## config.mk

```make
export PLATFORM = sky130hd
export DESIGN_NAME = rasterizer_vertex_writeback
export DESIGN_NICKNAME = d
export VERILOG_FILES = /design/src/rtl/rasterizer_pkg.sv /design/src/rtl/rasterizer_vertex_fifo.sv /design/src/rtl/rasterizer_vertex_writeback.sv
export SDC_FILE = /design/constraint.sdc
export NUM_CORES = 1
export LEC_CHECK = 0
export BUFFER_PORTS_ARGS = -buffer_cell sky130_fd_sc_hd__buf_2
export CORE_ASPECT_RATIO = 0.8
export CORE_MARGIN = 1
export CORE_UTILIZATION = 59
export CTS_CLUSTER_SIZE = 25
export DETAILED_ROUTE_END_ITERATION = 8
export GPL_ROUTABILITY_DRIVEN = 0
export PLACE_DENSITY = 0.79
export SYNTH_ARGS = -nofsm -noshare
export SYNTH_HDL_FRONTEND = slang
export SYNTH_SLANG_ARGS = --single-unit
```

## constraint.sdc

```tcl
create_clock -name clock -period 6.05 [get_ports clock]
set_input_delay 1.21 -clock clock [delete_from_list [all_inputs] [get_ports clock]]
set_output_delay 1.21 -clock clock [all_outputs]
set_load 0.01 [all_outputs]
```

## src/rtl/rasterizer_pkg.sv

```systemverilog
// -----------------------------------------------------------------------------
// rasterizer_pkg
//   Shared types and constants for the rasterizer vertex paths.
//   - VERTEX_WORDS / ADDR_W / DATA_W : vertex geometry and Avalon widths
//   - vertex_t   : four 32-bit words, index 0 = x (stored at base+0)
//   - wb_entry_t : one queued write-back job (byte base address + vertex)
//   - wb_state_t : write-back FSM states
//   - word_addr  : base + 4*idx, modulo 2^ADDR_W
// -----------------------------------------------------------------------------
package rasterizer_pkg;

    localparam int VERTEX_WORDS = 4;
    localparam int ADDR_W       = 26;
    localparam int DATA_W       = 32;

    typedef logic [VERTEX_WORDS-1:0][DATA_W-1:0] vertex_t;

    typedef struct packed {
        logic [ADDR_W-1:0] addr;
        vertex_t           vertex;
    } wb_entry_t;

    typedef enum logic [0:0] {
        WB_IDLE  = 1'b0,
        WB_WRITE = 1'b1
    } wb_state_t;

    // Byte address of word idx of a vertex. The sum wraps silently at 2^ADDR_W,
    // and the low two bits of base pass through untouched.
    function automatic logic [ADDR_W-1:0] word_addr(
        input logic [ADDR_W-1:0] base,
        input logic [1:0]        idx
    );
        return base + {{(ADDR_W-4){1'b0}}, idx, 2'b00};
    endfunction

endpackage

```

## src/rtl/rasterizer_vertex_fifo.sv

```systemverilog
// -----------------------------------------------------------------------------
// rasterizer_vertex_fifo
//   Synchronous show-ahead FIFO of wb_entry_t jobs.
//   Ports:
//     clock, reset      : clock, synchronous active-high reset
//     push, push_data   : write an entry (ignored when full)
//     pop               : drop the head entry (ignored when empty)
//     head              : current head entry, valid whenever !empty
//     full, empty, count: occupancy status
// -----------------------------------------------------------------------------
module rasterizer_vertex_fifo
    import rasterizer_pkg::*;
#(
    parameter int DEPTH = 4
) (
    input  logic                   clock,
    input  logic                   reset,
    input  logic                   push,
    input  wb_entry_t              push_data,
    input  logic                   pop,
    output wb_entry_t              head,
    output logic                   full,
    output logic                   empty,
    output logic [$clog2(DEPTH):0] count
);

    localparam int PTR_W = $clog2(DEPTH);
    localparam logic [PTR_W:0] FULL_COUNT = (PTR_W+1)'(DEPTH);

    wb_entry_t        r_mem [DEPTH];
    logic [PTR_W-1:0] r_wr_ptr;
    logic [PTR_W-1:0] r_rd_ptr;
    logic [PTR_W:0]   r_count;

    logic w_do_push;
    logic w_do_pop;

    assign full  = (r_count == FULL_COUNT);
    assign empty = (r_count == '0);
    assign count = r_count;
    assign head  = r_mem[r_rd_ptr];

    assign w_do_push = push && !full;
    assign w_do_pop  = pop && !empty;

    // NOTE: the storage array is deliberately not reset; the pointers and count
    // define which slots hold valid data, and leaving it unreset keeps it a plain RAM.
    always_ff @(posedge clock) begin
        if (w_do_push) begin
            r_mem[r_wr_ptr] <= push_data;
        end
    end

    always_ff @(posedge clock) begin
        if (reset) begin
            r_wr_ptr <= '0;
            r_rd_ptr <= '0;
            r_count  <= '0;
        end else begin
            if (w_do_push) begin
                r_wr_ptr <= r_wr_ptr + PTR_W'(1);
            end
            if (w_do_pop) begin
                r_rd_ptr <= r_rd_ptr + PTR_W'(1);
            end
            // Simultaneous push and pop leaves the occupancy unchanged.
            case ({w_do_push, w_do_pop})
                2'b10:   r_count <= r_count + (PTR_W+1)'(1);
                2'b01:   r_count <= r_count - (PTR_W+1)'(1);
                default: r_count <= r_count;
            endcase
        end
    end

endmodule

```

## src/rtl/rasterizer_vertex_writeback.sv

```systemverilog
// -----------------------------------------------------------------------------
// rasterizer_vertex_writeback
//   Avalon-MM write master that stores 4-word vertices (x, y, z, w) to SDRAM.
//   Vertices are queued in a small FIFO and drained as four single-word
//   writes at base+0, +4, +8, +12.
//   Ports:
//     clock, reset          : sole clock, synchronous active-high reset
//     store_valid/ready     : input handshake (ready = FIFO not full)
//     addr_in, vertex_in    : vertex byte base address and its four words
//     master_*              : Avalon-MM master (write only, all registered)
//     store_busy            : FIFO non-empty or a vertex being written
//     vertex_done           : one-cycle pulse when a vertex's last word is taken
//     vertex_count          : vertices fully written since reset (wraps)
// -----------------------------------------------------------------------------
module rasterizer_vertex_writeback
    import rasterizer_pkg::*;
#(
    parameter int FIFO_DEPTH = 4
) (
    input  logic              clock,
    input  logic              reset,
    input  logic              store_valid,
    output logic              store_ready,
    input  logic [ADDR_W-1:0] addr_in,
    input  vertex_t           vertex_in,
    output logic [ADDR_W-1:0] master_address,
    output logic              master_write,
    output logic              master_read,
    output logic [3:0]        master_byteenable,
    output logic [DATA_W-1:0] master_writedata,
    input  logic              master_waitrequest,
    output logic              store_busy,
    output logic              vertex_done,
    output logic [15:0]       vertex_count
);

    localparam int CNT_W = $clog2(FIFO_DEPTH) + 1;

    // FIFO interface
    wb_entry_t  w_push_entry;
    wb_entry_t  w_head;
    logic       w_push;
    logic       w_pop;
    logic       w_full;
    logic       w_empty;
    logic [CNT_W-1:0] w_fifo_count;

    // Registered state and Avalon outputs
    wb_state_t         r_state;
    logic [1:0]        r_idx;
    logic [ADDR_W-1:0] r_address;
    logic [DATA_W-1:0] r_writedata;
    logic              r_write;
    logic              r_done;
    logic [15:0]       r_vertex_count;

    // Next-state values
    wb_state_t         w_state_next;
    logic [1:0]        w_idx_next;
    logic [ADDR_W-1:0] w_address_next;
    logic [DATA_W-1:0] w_writedata_next;
    logic              w_write_next;
    logic              w_done_next;
    logic [15:0]       w_vertex_count_next;
    logic [1:0]        w_idx_inc;

    // ready depends on full only, so a full FIFO never accepts even when it
    // pops in the same cycle; this keeps ready free of any Avalon-side path.
    assign store_ready  = !w_full;
    assign w_push       = store_valid && !w_full;
    assign w_push_entry = '{addr: addr_in, vertex: vertex_in};

    rasterizer_vertex_fifo #(
        .DEPTH (FIFO_DEPTH)
    ) u_fifo (
        .clock     (clock),
        .reset     (reset),
        .push      (w_push),
        .push_data (w_push_entry),
        .pop       (w_pop),
        .head      (w_head),
        .full      (w_full),
        .empty     (w_empty),
        .count     (w_fifo_count)
    );

    assign w_idx_inc = r_idx + 2'd1;

    // The head entry stays in the FIFO until its last word is accepted, so the
    // show-ahead head doubles as the current vertex; no separate copy is kept.
    // NOTE: every signal driven here gets a default first, so no path can
    // leave one unassigned and infer a latch.
    always_comb begin
        w_state_next        = r_state;
        w_idx_next          = r_idx;
        w_address_next      = r_address;
        w_writedata_next    = r_writedata;
        w_write_next        = r_write;
        w_done_next         = 1'b0;
        w_vertex_count_next = r_vertex_count;
        w_pop               = 1'b0;

        case (r_state)
            WB_IDLE: begin
                if (!w_empty) begin
                    w_write_next     = 1'b1;
                    w_address_next   = w_head.addr;
                    w_writedata_next = w_head.vertex[0];
                    w_idx_next       = 2'd0;
                    w_state_next     = WB_WRITE;
                end
            end
            WB_WRITE: begin
                // While stalled the defaults hold address, data and write.
                if (!master_waitrequest) begin
                    if (r_idx == 2'd3) begin
                        w_pop               = 1'b1;
                        w_write_next        = 1'b0;
                        w_done_next         = 1'b1;
                        w_vertex_count_next = r_vertex_count + 16'd1;
                        w_state_next        = WB_IDLE;
                    end else begin
                        w_idx_next       = w_idx_inc;
                        w_address_next   = word_addr(w_head.addr, w_idx_inc);
                        w_writedata_next = w_head.vertex[w_idx_inc];
                    end
                end
            end
            default: begin
                w_state_next = WB_IDLE;
                w_write_next = 1'b0;
            end
        endcase
    end

    // NOTE: state registers use non-blocking assignments so every register
    // samples the values from before this edge, regardless of statement order.
    always_ff @(posedge clock) begin
        if (reset) begin
            r_state        <= WB_IDLE;
            r_idx          <= 2'd0;
            r_address      <= '0;
            r_writedata    <= '0;
            r_write        <= 1'b0;
            r_done         <= 1'b0;
            r_vertex_count <= 16'd0;
        end else begin
            r_state        <= w_state_next;
            r_idx          <= w_idx_next;
            r_address      <= w_address_next;
            r_writedata    <= w_writedata_next;
            r_write        <= w_write_next;
            r_done         <= w_done_next;
            r_vertex_count <= w_vertex_count_next;
        end
    end

    assign master_address    = r_address;
    assign master_writedata  = r_writedata;
    assign master_write      = r_write;
    assign master_read       = 1'b0;
    assign master_byteenable = 4'b1111;
    assign vertex_done       = r_done;
    assign vertex_count      = r_vertex_count;
    assign store_busy        = (w_fifo_count != '0) || (r_state == WB_WRITE);

endmodule

```

==> results of run 1 <==
-- power breakdown --
| part | leakage [nW] | internal, mW | switching [mW] |
|---|---|---|---|
| sequential | 6.38 | 5.56 | 0.0919 |
| clock | 0.985 | 2.23 | 1.72 |
| combinational | 2.72 | 0.279 | 0.501 |
-- cells in the final DEF (no fill, tap or decap), types with 9 or more instances in the layout --
master and n:
clkinv_1 12, a211oi_1 12, nor3_1 9, diode_2 20, clkbuf_1 21, nand2_1 63
dfxtp_1 86, mux2i_1 33, edfxtp_1 616, clkbuf_16 69, nand3_1 15, and4_1 11
a21oi_1 71, o221ai_1 32, xnor2_1 12, buf_2 234, mux4_2 146, xor2_1 17
nor2_1 85
-- cells by family (layout without fill, tap and decap cells) --
logic type,after synthesis,after routing,synth area share
buffers and inverters,90,377,0.0155
DFF,704,704,0.753
and+or+nand+nor,223,223,0.0400
muxes,187,187,0.142
AOI/OAI and AO/OA,141,141,0.0340
adders and majority gates,11,11,0.00567
other,2,25,0.000279
xor gates and xnor gates,29,29,0.00944
-- path summary, 6_finish.rpt --
check / startpoint / to / slack (ns) / depth (start not counted)
hold / removal: master_address[0] / master_address[0] / 0.45 / 2
setup reg to reg: register / master_address[20] / 2.70 / 6
hold reg to reg: master_address[0] / master_address[0] / 0.45 / 2
setup / recovery: r_state / store_busy / 2.60 / 3
-- flip-flops by register name, summed over array words and instances (netlist names), named ones only --
register,cells
vertex_count,16
u_fifo.r_rd_ptr,2
u_fifo.count,3
master_write,1
r_state,1
master_writedata,32
u_fifo.r_mem,616
r_idx,2
u_fifo.r_wr_ptr,2
vertex_done,1
master_address,26
-- per-layer routing --
layer / vias to the layer above / wire length [um]
met5: - / 138
met4: 22 / 1350
met3: 132 / 4950
met2: 583 / 27600
met1: 7087 / 23000
li1: 6138 / -
-- per-stage QoR --
stage                      util  worst slack, ns  hold WS (ns)  instance area (sq um)
after floorplan               -            0.741         0.466                  26900
after global placement    0.641             2.70         0.442                  28700
after detailed placement  0.641             2.60         0.447                  28700
after CTS                 0.687             2.54         0.455                  30700
after global routing      0.687             2.34         0.484                  30700
final                     0.688             2.60         0.452                  30800
-- cell type report --
cell class | count | area share
clock buffers | 93 | 0.0600
clock inverters | 28 | 0.00639
well taps | 603 | 0.0245
repair buffers | 246 | 0.0426
inverters | 10 | 0.00122
diodes | 20 | 0.00163
multi-input cells | 596 | 0.205
flip-flops and latches | 704 | 0.659
-- critical path, stage by stage, from the launching register on --
cell,delay (ns)
dfxtp_1,0.45
inv_2,0.82
nand2_1,0.18
buf_2,0.20
==> metrics.csv, run 1 <==
stage,metric,value,unit
synthesis,dominant cells by area after synthesis,"edfxtp_1 69%, mux4_2 12%, dfxtp_1 6.5%",
sta,Worst-Margin Slew,1.07,ns
clock_network,H-tree depth,3,
clock_network,Post-CTS Setup Inserts,0,
worst_setup_path,worst-path fanout max,38,
detailed_routing,drt first-iter violations,1354,
detailed_routing,via count,14000,
global_route,busiest layer in global routing,met2,
sta,TNS Setup,0,ns
sta,relative slew slack,0.288,
die,die area,46500,sq um
clock_network,Num CTS Buffers,67,
die,IO Pins,241,
global_route,gr ovfl total,0,
clock_network,Longest Clk Path Bufs,3,
global_route,largest net degree at the start of global routing,111,
synthesis,cell count after synthesis,1387,
clock_network,Clock Latency Late Sink,0.60,ns
flow_run,maxcap violations,0,
sta,Clock Skews,0.0186,ns
synthesis,largest area contributor in the netlist,edfxtp_1,
synthesis,Post-synth ARST share,0,
sta,Max Slew Vio Count,0,
final_layout,share of layout cells above drive strength 1,0.297,
synthesis,ys flop type,edfxtp_1,
worst_setup_path,Critical Path RT,4.84,ns
synthesis,top-count cell post-synth,edfxtp_1,
place,PortBufs,235,
sta,Tmin final,3.45,ns
clock_network,TritonCTS clock tree,yes,
sta,"Hold Vio Cnt, Final",0,
global_route,total global-route track usage,0.250,
clock_network,Clock Sinks,704,
power_and_ir_drop,total power,10.4,mW
worst_setup_path,critical path data arrival time,2.24,ns
place,Post-Place Cells,2159,
worst_setup_path,CP Capture Type,output port,
global_route,initial antenna violation count,27,
final_layout,register area,20300,sq um
final_layout,combined area of the multi-input logic cells,6300,sq um
sta,unrepaired setup endpoints after global routing,no,
die,total core area,44700,sq um
worst_hold_path,type of the worst min-delay path,register to register,
synthesis,library cells used by synthesis,52,
final_layout,synth-to-layout area growth,14.3,%
final_layout,fillers,2887,
final_layout,Post-Layout Cell Count,2300,
detailed_routing,DR pass1 iterations,5,
sta,final setup vio count,0,
sta,Final Cycle Share,0.570,
synthesis,Mapped Area,26900,sq um
final_layout,Final #Nets,1794,
global_route,first-pass GRT wire length,84600,um
detailed_routing,antenna violation net count after detailed routing,0,
clock_network,CTS root buffer,clkbuf_16,
synthesis,post-synthesis sequential area ratio,0.753,
detailed_routing,post-DR wirelength/cell,24.8,um
synthesis,"Avg Cell Area, Syn",19.4,sq um
sta,highest clock rate,290,MHz
die,initial cell density of the core,0.602,
global_route,vias in the first global route,14300,
worst_setup_path,Setup Crit Path Kind,register to output port,
status,status,completed,
global_route,met1 GRT Util,0.340,
clock_network,CTS-repair resized insts,0,
clock_network,Worst-path clk slew,0.06,ns
place,DPL Wire Length,32300,um
worst_setup_path,Setup crit start kind,register,
synthesis,Synth top area share,0.687,
die,FP Rows,69,
die,die width,241,um
power_and_ir_drop,PwrDens,337,nW/um^2
die,Die Ht,193,um
global_route,M3 GR Usage,0.0690,
power_and_ir_drop,Lkg Pwr,10.1,nW
synthesis,most frequent cells after synthesis,"616 x edfxtp_1, 146 x mux4_2, 88 x dfxtp_1, 85 x nor2_1, 72 x a21oi_1",
clock_network,# hold bufs at CTS,0,
synthesis,"EDFF count, synth",616,
power_and_ir_drop,Worst VDD drop,257,uV
synthesis,Seq cells post-synth,704,
global_route,met2 GRT Util,0.393,
detailed_routing,Residual DRC,0,
synthesis,YS warnings,0,
detailed_routing,drt total wl,57100,um
detailed_routing,vias per inst,6.07,
Note: power is estimated with default switching activity, not from simulation.
==> inputs of run 2 (changes only) <==
CORE_UTILIZATION = 53   (was 59)
PLACE_DENSITY = 0.75   (was 0.79)
clock period = 2.95 ns   (was 6.05 ns; I/O delays follow)
==> metrics.csv, run 2 (synthesis results as in run 1) <==
stage,metric,value,unit,change
status,status,completed,,
power_and_ir_drop,switching pwr,4.78,mW,+110%
worst_setup_path,R2R depth,8,,+2
clock_network,CTS-repair resized insts,0,,unchanged
sta,Clock Skews,0.0153,ns,-0.00332 ns
final_layout,synth-to-layout area growth,16.0,%,
power_and_ir_drop,Worst VDD drop,547,uV,+110%
clock_network,Post-CTS Setup Inserts,0,,unchanged
worst_setup_path,CP bufs+invs,0,,-2
clock_network,Clock Latency Late Sink,0.61,ns,about the same
die,IO Pins,241,,unchanged
flow_run,maxcap violations,0,,unchanged
power_and_ir_drop,internal power,16.7,mW,+110%
worst_setup_path,worst-path fanout max,9,,-76%
worst_hold_path,Hold Path Stages,1,,-1
worst_hold_path,HP Start,vertex_in[62],,
detailed_routing,post-DR wirelength/cell,23.8,um,-4.0%
clock_network,CTS root buffer,clkbuf_16,,
worst_setup_path,CP Capture Type,register,,
clock_network,Num CTS Buffers,68,,+1.5%
worst_setup_path,CP max stage delay,0.52,ns,-0.30 ns
worst_setup_path,Worst R2R Setup Slack,0.23,ns,-2.47 ns
clock_network,Clock Sinks,704,,unchanged
sta,setup ws final,0.234,ns,-2.37 ns
detailed_routing,Residual DRC,0,,unchanged
worst_setup_path,slowest CP cell,mux4_2,,
final_layout,most frequent cells in the layout,"616 x edfxtp_1, 234 x buf_2, 146 x mux4_2",,
place,pre-CTS WS,0.219,ns,-2.38 ns
global_route,first-pass GRT wire length,85300,um,+0.82%
worst_setup_path,critical path data arrival time,3.22,ns,+0.98 ns
power_and_ir_drop,Flop pwr share,0.539,,-0.006
power_and_ir_drop,clock share of power,0.384,,+0.004
sta,Max Slew Vio Count,0,,unchanged
global_route,initial antenna violation count,17,,-37%
sta,highest clock rate,368,MHz,
die,total core area,49900,sq um,+12%
sta,final setup vio count,0,,unchanged
power_and_ir_drop,logic gate share of total power,0.077,,+0.002
final_layout,Largest Register,u_fifo.r_mem,,
detailed_routing,DR pass1 iterations,5,,unchanged
detailed_routing,via count,13800,,-0.86%
worst_setup_path,CP top delay family,simple AND/OR/NAND/NOR gates,,
die,die width,254,um,+5.5%
sta,Worst-Margin Slew,0.709,ns,-0.359 ns
power_and_ir_drop,Sw Share,0.223,,+0.000237
sta,Tmin final,2.72,ns,
die,die area,51700,sq um,+11%
final_layout,share of layout cells above drive strength 1,0.315,,+0.0178
clock_network,Worst-path clk slew,0.06,ns,about the same
worst_hold_path,type of the worst min-delay path,input pin to register,,
clock_network,TritonCTS clock tree,yes,,
sta,"Hold Vio Cnt, Final",0,,unchanged
die,initial cell density of the core,0.540,,-0.0621
die,Die Ht,204,um,+5.5%
global_route,gr ovfl total,0,,unchanged
sta,Final Cycle Share,0.921,,
detailed_routing,vias per inst,5.79,,-4.7%
sta,unrepaired setup endpoints after global routing,no,,
die,FP Rows,73,,+5.8%
worst_setup_path,crit-path cells,mux4_2 -> ha_1 -> fa_1 -> and2_1 -> and4_1 -> nand4_2 -> o21ai_0 -> a311oi_1,,
clock_network,H-tree depth,3,,unchanged
clock_network,Longest Clk Path Bufs,3,,unchanged
worst_setup_path,Setup Crit Path Kind,register to register,,
worst_hold_path,hold endpoint,u_fifo.r_mem[1][62],,
final_layout,max reg flops,616,,unchanged
detailed_routing,drt total wl,57000,um,-0.19%
final_layout,Util after Layout,0.626,,-0.0618
worst_setup_path,RR Endpoint,master_address[22],,
final_layout,Final #Nets,1822,,+1.6%
power_and_ir_drop,Lkg Pwr,10.3,nW,+2.2%
detailed_routing,drt first-iter violations,1101,,-19%
power_and_ir_drop,PwrDens,688,nW/um^2,+100%
sta,relative slew slack,0.524,,+0.235
global_route,total global-route track usage,0.225,,-0.0244
final_layout,"leading cell type in the layout, fill and taps excluded",edfxtp_1,,
place,PortBufs,235,,unchanged
worst_setup_path,Setup crit start kind,register,,
clock_network,# hold bufs at CTS,0,,unchanged
global_route,largest net degree at the start of global routing,90,,-19%
detailed_routing,antenna violation net count after detailed routing,0,,unchanged
global_route,vias in the first global route,14200,,-0.80%
place,DPL Wire Length,33800,um,+4.6%
worst_setup_path,Critical Path RT,3.46,ns,-1.38 ns
==> run 2: cell types whose count changed in the layout (fill, tap and decap cells not counted), moves of 2 or more <==
cell / delta
inv_6: +2
clkinv_2: +10
buf_12: +10
diode_2: -6
clkinv_1: -2
clkinvlp_4: -3
clkbuf_1: -10
buf_4: +17
==> run 2: worst register-to-register path: cells and delay by family, from the launching register on <==
family,cells,cell delay [ns]
fa+ha+maj,2,0.65
flops,1,0.40
compound gates,2,0.37
mux,1,0.53
simple gates,3,0.66
==> run 2: worst max-delay path by stage <==
stage | end | from | depth (start not counted) | slack (ns)
CTS | master_address[17] | register | 7 | 0.20
detailed placement | master_address[21] | register | 7 | 0.22
floorplan | u_fifo.r_mem[0][0] | u_fifo.count[0] | 3 | -0.05
finish | master_address[22] | register | 8 | 0.23
global route | master_address[24] | register | 6 | 0.02
global placement | master_address[25] | register | 6 | 0.28
==> run 2: metal layers <==
layer	global-route usage	vias to the layer above	share of wire
met5	0	-	0.0014
met4	0.0691	14	0.020
met3	0.0522	87	0.070
met2	0.364	419	0.50
met1	0.308	7143	0.41
li1	-	6179	-
==> run 2: layout make-up <==
type                    instances  area [sq um]
flip-flops and latches        704         20300
fillers                      3526         18600
multi-input cells             596          6300
clock buffers                  83          1820
repair buffers                273          1640
well taps                     675           845
clock inverters                37           280
inverters                      10          37.5
diodes                         14          35.0
==> run 2: metrics by stage <==
| step | instances | power (mW) | area (sq um) | setup TNS, ns | hold WS, ns |
|---|---|---|---|---|---|
| 6_report | 2392 | 21.5 | 31200 | 0 | 0.183 |
| 3_5_place_dp | 2257 | 13.5 | 29100 | 0 | 0.442 |
| 3_3_place_gp | 2257 | 13.4 | 29100 | 0 | 0.441 |
| 2_1_floorplan | 1390 | 12.7 | 27000 | -30.40 | 0.466 |
| 4_1_cts | 2377 | 21.7 | 31200 | 0 | 0.147 |
| 5_1_grt | 2380 | 22.2 | 31200 | 0 | 0.165 |
==> run 2: power by group through the flow <==
stage	logic, mW	registers (mW)	clock network [mW]
final	1.66	11.6	8.24
after global routing	1.80	11.6	8.78
after CTS	1.68	11.6	8.39
after detailed placement	1.67	11.8	0
after global placement	1.64	11.8	0
after floorplan	0.854	11.8	0
==> inputs of run 3 (changes only) <==
RECOVER_POWER = 25   (was unset)
==> metrics.csv, run 3 (synthesis results as in run 1) <==
stage,metric,value,unit,change
sta,relative slew slack,0.528,,+0.00398
worst_setup_path,CP bufs+invs,0,,unchanged
worst_setup_path,critical path data arrival time,3.23,ns,about the same
sta,Max Slew Vio Count,0,,unchanged
global_route,vias in the first global route,14200,,unchanged
sta,Worst-Margin Slew,0.703,ns,-0.00592 ns
power_and_ir_drop,logic gate share of total power,0.077,,about the same
clock_network,Clock Latency Late Sink,0.62,ns,about the same
final_layout,most frequent cells in the layout,"616 x edfxtp_1, 146 x mux4_2, 127 x buf_2",,
clock_network,Longest Clk Path Bufs,3,,unchanged
status,status,completed,,
clock_network,Num CTS Buffers,68,,unchanged
global_route,total global-route track usage,0.225,,unchanged
worst_hold_path,type of the worst min-delay path,input pin to register,,
die,IO Pins,241,,unchanged
final_layout,fillers,3562,,+1.0%
final_layout,Final #Nets,1822,,unchanged
detailed_routing,DR pass1 iterations,5,,unchanged
global_route,gr ovfl total,0,,unchanged
die,Die Ht,204,um,unchanged
worst_hold_path,hold endpoint,u_fifo.r_mem[2][139],,
power_and_ir_drop,Lkg Pwr,10.0,nW,-2.9%
place,PortBufs,235,,unchanged
worst_setup_path,CP max stage delay,0.52,ns,about the same
sta,final setup vio count,0,,unchanged
sta,Clock Skews,0.0151,ns,-0.000237 ns
place,DPL Wire Length,33800,um,unchanged
worst_setup_path,Critical Path RT,3.45,ns,about the same
worst_setup_path,R2R depth,8,,unchanged
sta,unrepaired setup endpoints after global routing,no,,
power_and_ir_drop,clock share of power,0.384,,about the same
die,die width,254,um,unchanged
final_layout,share of layout cells above drive strength 1,0.252,,-0.0628
final_layout,synth-to-layout area growth,15.5,%,
final_layout,combined area of the multi-input logic cells,6300,sq um,unchanged
sta,setup ws final,0.224,ns,-0.00957 ns
clock_network,Worst-path clk slew,0.06,ns,about the same
die,initial cell density of the core,0.540,,unchanged
power_and_ir_drop,Sw Share,0.223,,-0.000234
place,pre-CTS WS,0.219,ns,unchanged
final_layout,Largest Register,u_fifo.r_mem,,
final_layout,"leading cell type in the layout, fill and taps excluded",edfxtp_1,,
sta,Final Cycle Share,0.924,,+0.00325
worst_setup_path,slowest CP cell,mux4_2,,
clock_network,Clock Sinks,704,,unchanged
power_and_ir_drop,internal power,16.7,mW,-0.12%
detailed_routing,post-DR wirelength/cell,23.9,um,+0.23%
die,FP Rows,73,,unchanged
die,die area,51700,sq um,unchanged
worst_hold_path,Hold Path Stages,1,,unchanged
worst_setup_path,crit-path cells,mux4_2 -> ha_1 -> fa_1 -> and2_1 -> and4_1 -> nand4_2 -> o21ai_0 -> a311oi_1,,
worst_setup_path,CP top delay family,simple AND/OR/NAND/NOR gates,,
clock_network,CTS root buffer,clkbuf_16,,
clock_network,TritonCTS clock tree,yes,,
die,total core area,49900,sq um,unchanged
sta,highest clock rate,367,MHz,-0.35%
clock_network,# hold bufs at CTS,0,,unchanged
place,Post-Place Cells,2257,,unchanged
final_layout,max reg flops,616,,unchanged
clock_network,CTS-repair resized insts,0,,unchanged
detailed_routing,antenna violation net count after detailed routing,0,,unchanged
clock_network,H-tree depth,3,,unchanged
power_and_ir_drop,Worst VDD drop,534,uV,-2.3%
sta,hold_ws,0.200,ns,+0.0162 ns
detailed_routing,vias per inst,5.81,,+0.44%
power_and_ir_drop,total power,21.4,mW,-0.15%
power_and_ir_drop,Flop pwr share,0.540,,about the same
detailed_routing,via count,13900,,+0.23%
power_and_ir_drop,PwrDens,690,nW/um^2,+0.32%
sta,"Hold Vio Cnt, Final",0,,unchanged
final_layout,register area,20300,sq um,unchanged
final_layout,Post-Layout Cell Count,2387,,-0.21%
detailed_routing,drt first-iter violations,1050,,-4.6%
global_route,initial antenna violation count,11,,-6
worst_setup_path,Worst R2R Setup Slack,0.22,ns,about the same
global_route,first-pass GRT wire length,85300,um,unchanged
sta,Tmin final,2.73,ns,+0.00957 ns
worst_setup_path,worst-path fanout max,9,,unchanged
detailed_routing,drt total wl,57000,um,about the same
worst_setup_path,Setup crit start kind,register,,
detailed_routing,Residual DRC,0,,unchanged
worst_setup_path,CP Capture Type,register,,
flow_run,maxcap violations,0,,unchanged
worst_setup_path,Setup Crit Path Kind,register to register,,
worst_hold_path,HP Start,addr_in[11],,
worst_setup_path,RR Endpoint,master_address[22],,
global_route,largest net degree at the start of global routing,90,,unchanged
power_and_ir_drop,switching pwr,4.77,mW,-0.26%
[run 3: per-layer routing]
layer	part of all wire	vias up	global-route usage
met5	0.00058	-	0
met4	0.020	6	0.0691
met3	0.069	84	0.0522
met2	0.50	433	0.364
met1	0.41	7179	0.308
li1	-	6172	-
[run 3: power by group through the flow]
stage / clock network [mW] / logic [mW] / registers (mW)
after floorplan: 0 / 0.854 / 11.8
after global placement: 0 / 1.64 / 11.8
after detailed placement: 0 / 1.67 / 11.8
after CTS: 8.39 / 1.68 / 11.6
after global routing: 8.78 / 1.78 / 11.6
final: 8.23 / 1.64 / 11.6
[run 3: layout make-up]
| cell class | instances | share of cell area |
|---|---|---|
| Clock inverter | 37 | 0.00902 |
| Clock buffer | 83 | 0.0586 |
| Multi-Input combinational cell | 596 | 0.203 |
| Timing Repair Buffer | 273 | 0.0484 |
| Tap cell | 675 | 0.0272 |
| Inverter | 10 | 0.00121 |
| Sequential cell | 704 | 0.652 |
| Antenna cell | 9 | 0.000725 |
[run 3: worst max path at each step]
stage	from	end	slack, ns	cells past startpoint
finish	register	master_address[22]	0.22	8
detailed placement	register	master_address[21]	0.22	7
floorplan	u_fifo.count[0]	u_fifo.r_mem[0][0]	-0.05	3
global placement	register	master_address[25]	0.28	6
global route	register	master_address[24]	0.02	6
CTS	register	master_address[17]	0.20	7
[run 3: metrics by stage]
step / setup TNS (ns) / utilization / cell area, sq um
after floorplan: -30.40 / - / 27000
after global placement: 0 / 0.583 / 29100
after CTS: 0 / 0.625 / 31200
after detailed placement: 0 / 0.583 / 29100
after global routing: 0 / 0.623 / 31100
final: 0 / 0.623 / 31100
[run 3: repair_timing]
action | CTS | global route
setup endpoints to repair | 0 | 2
buffers inserted | 0 | 1
hold endpoints to repair | 0 | 0
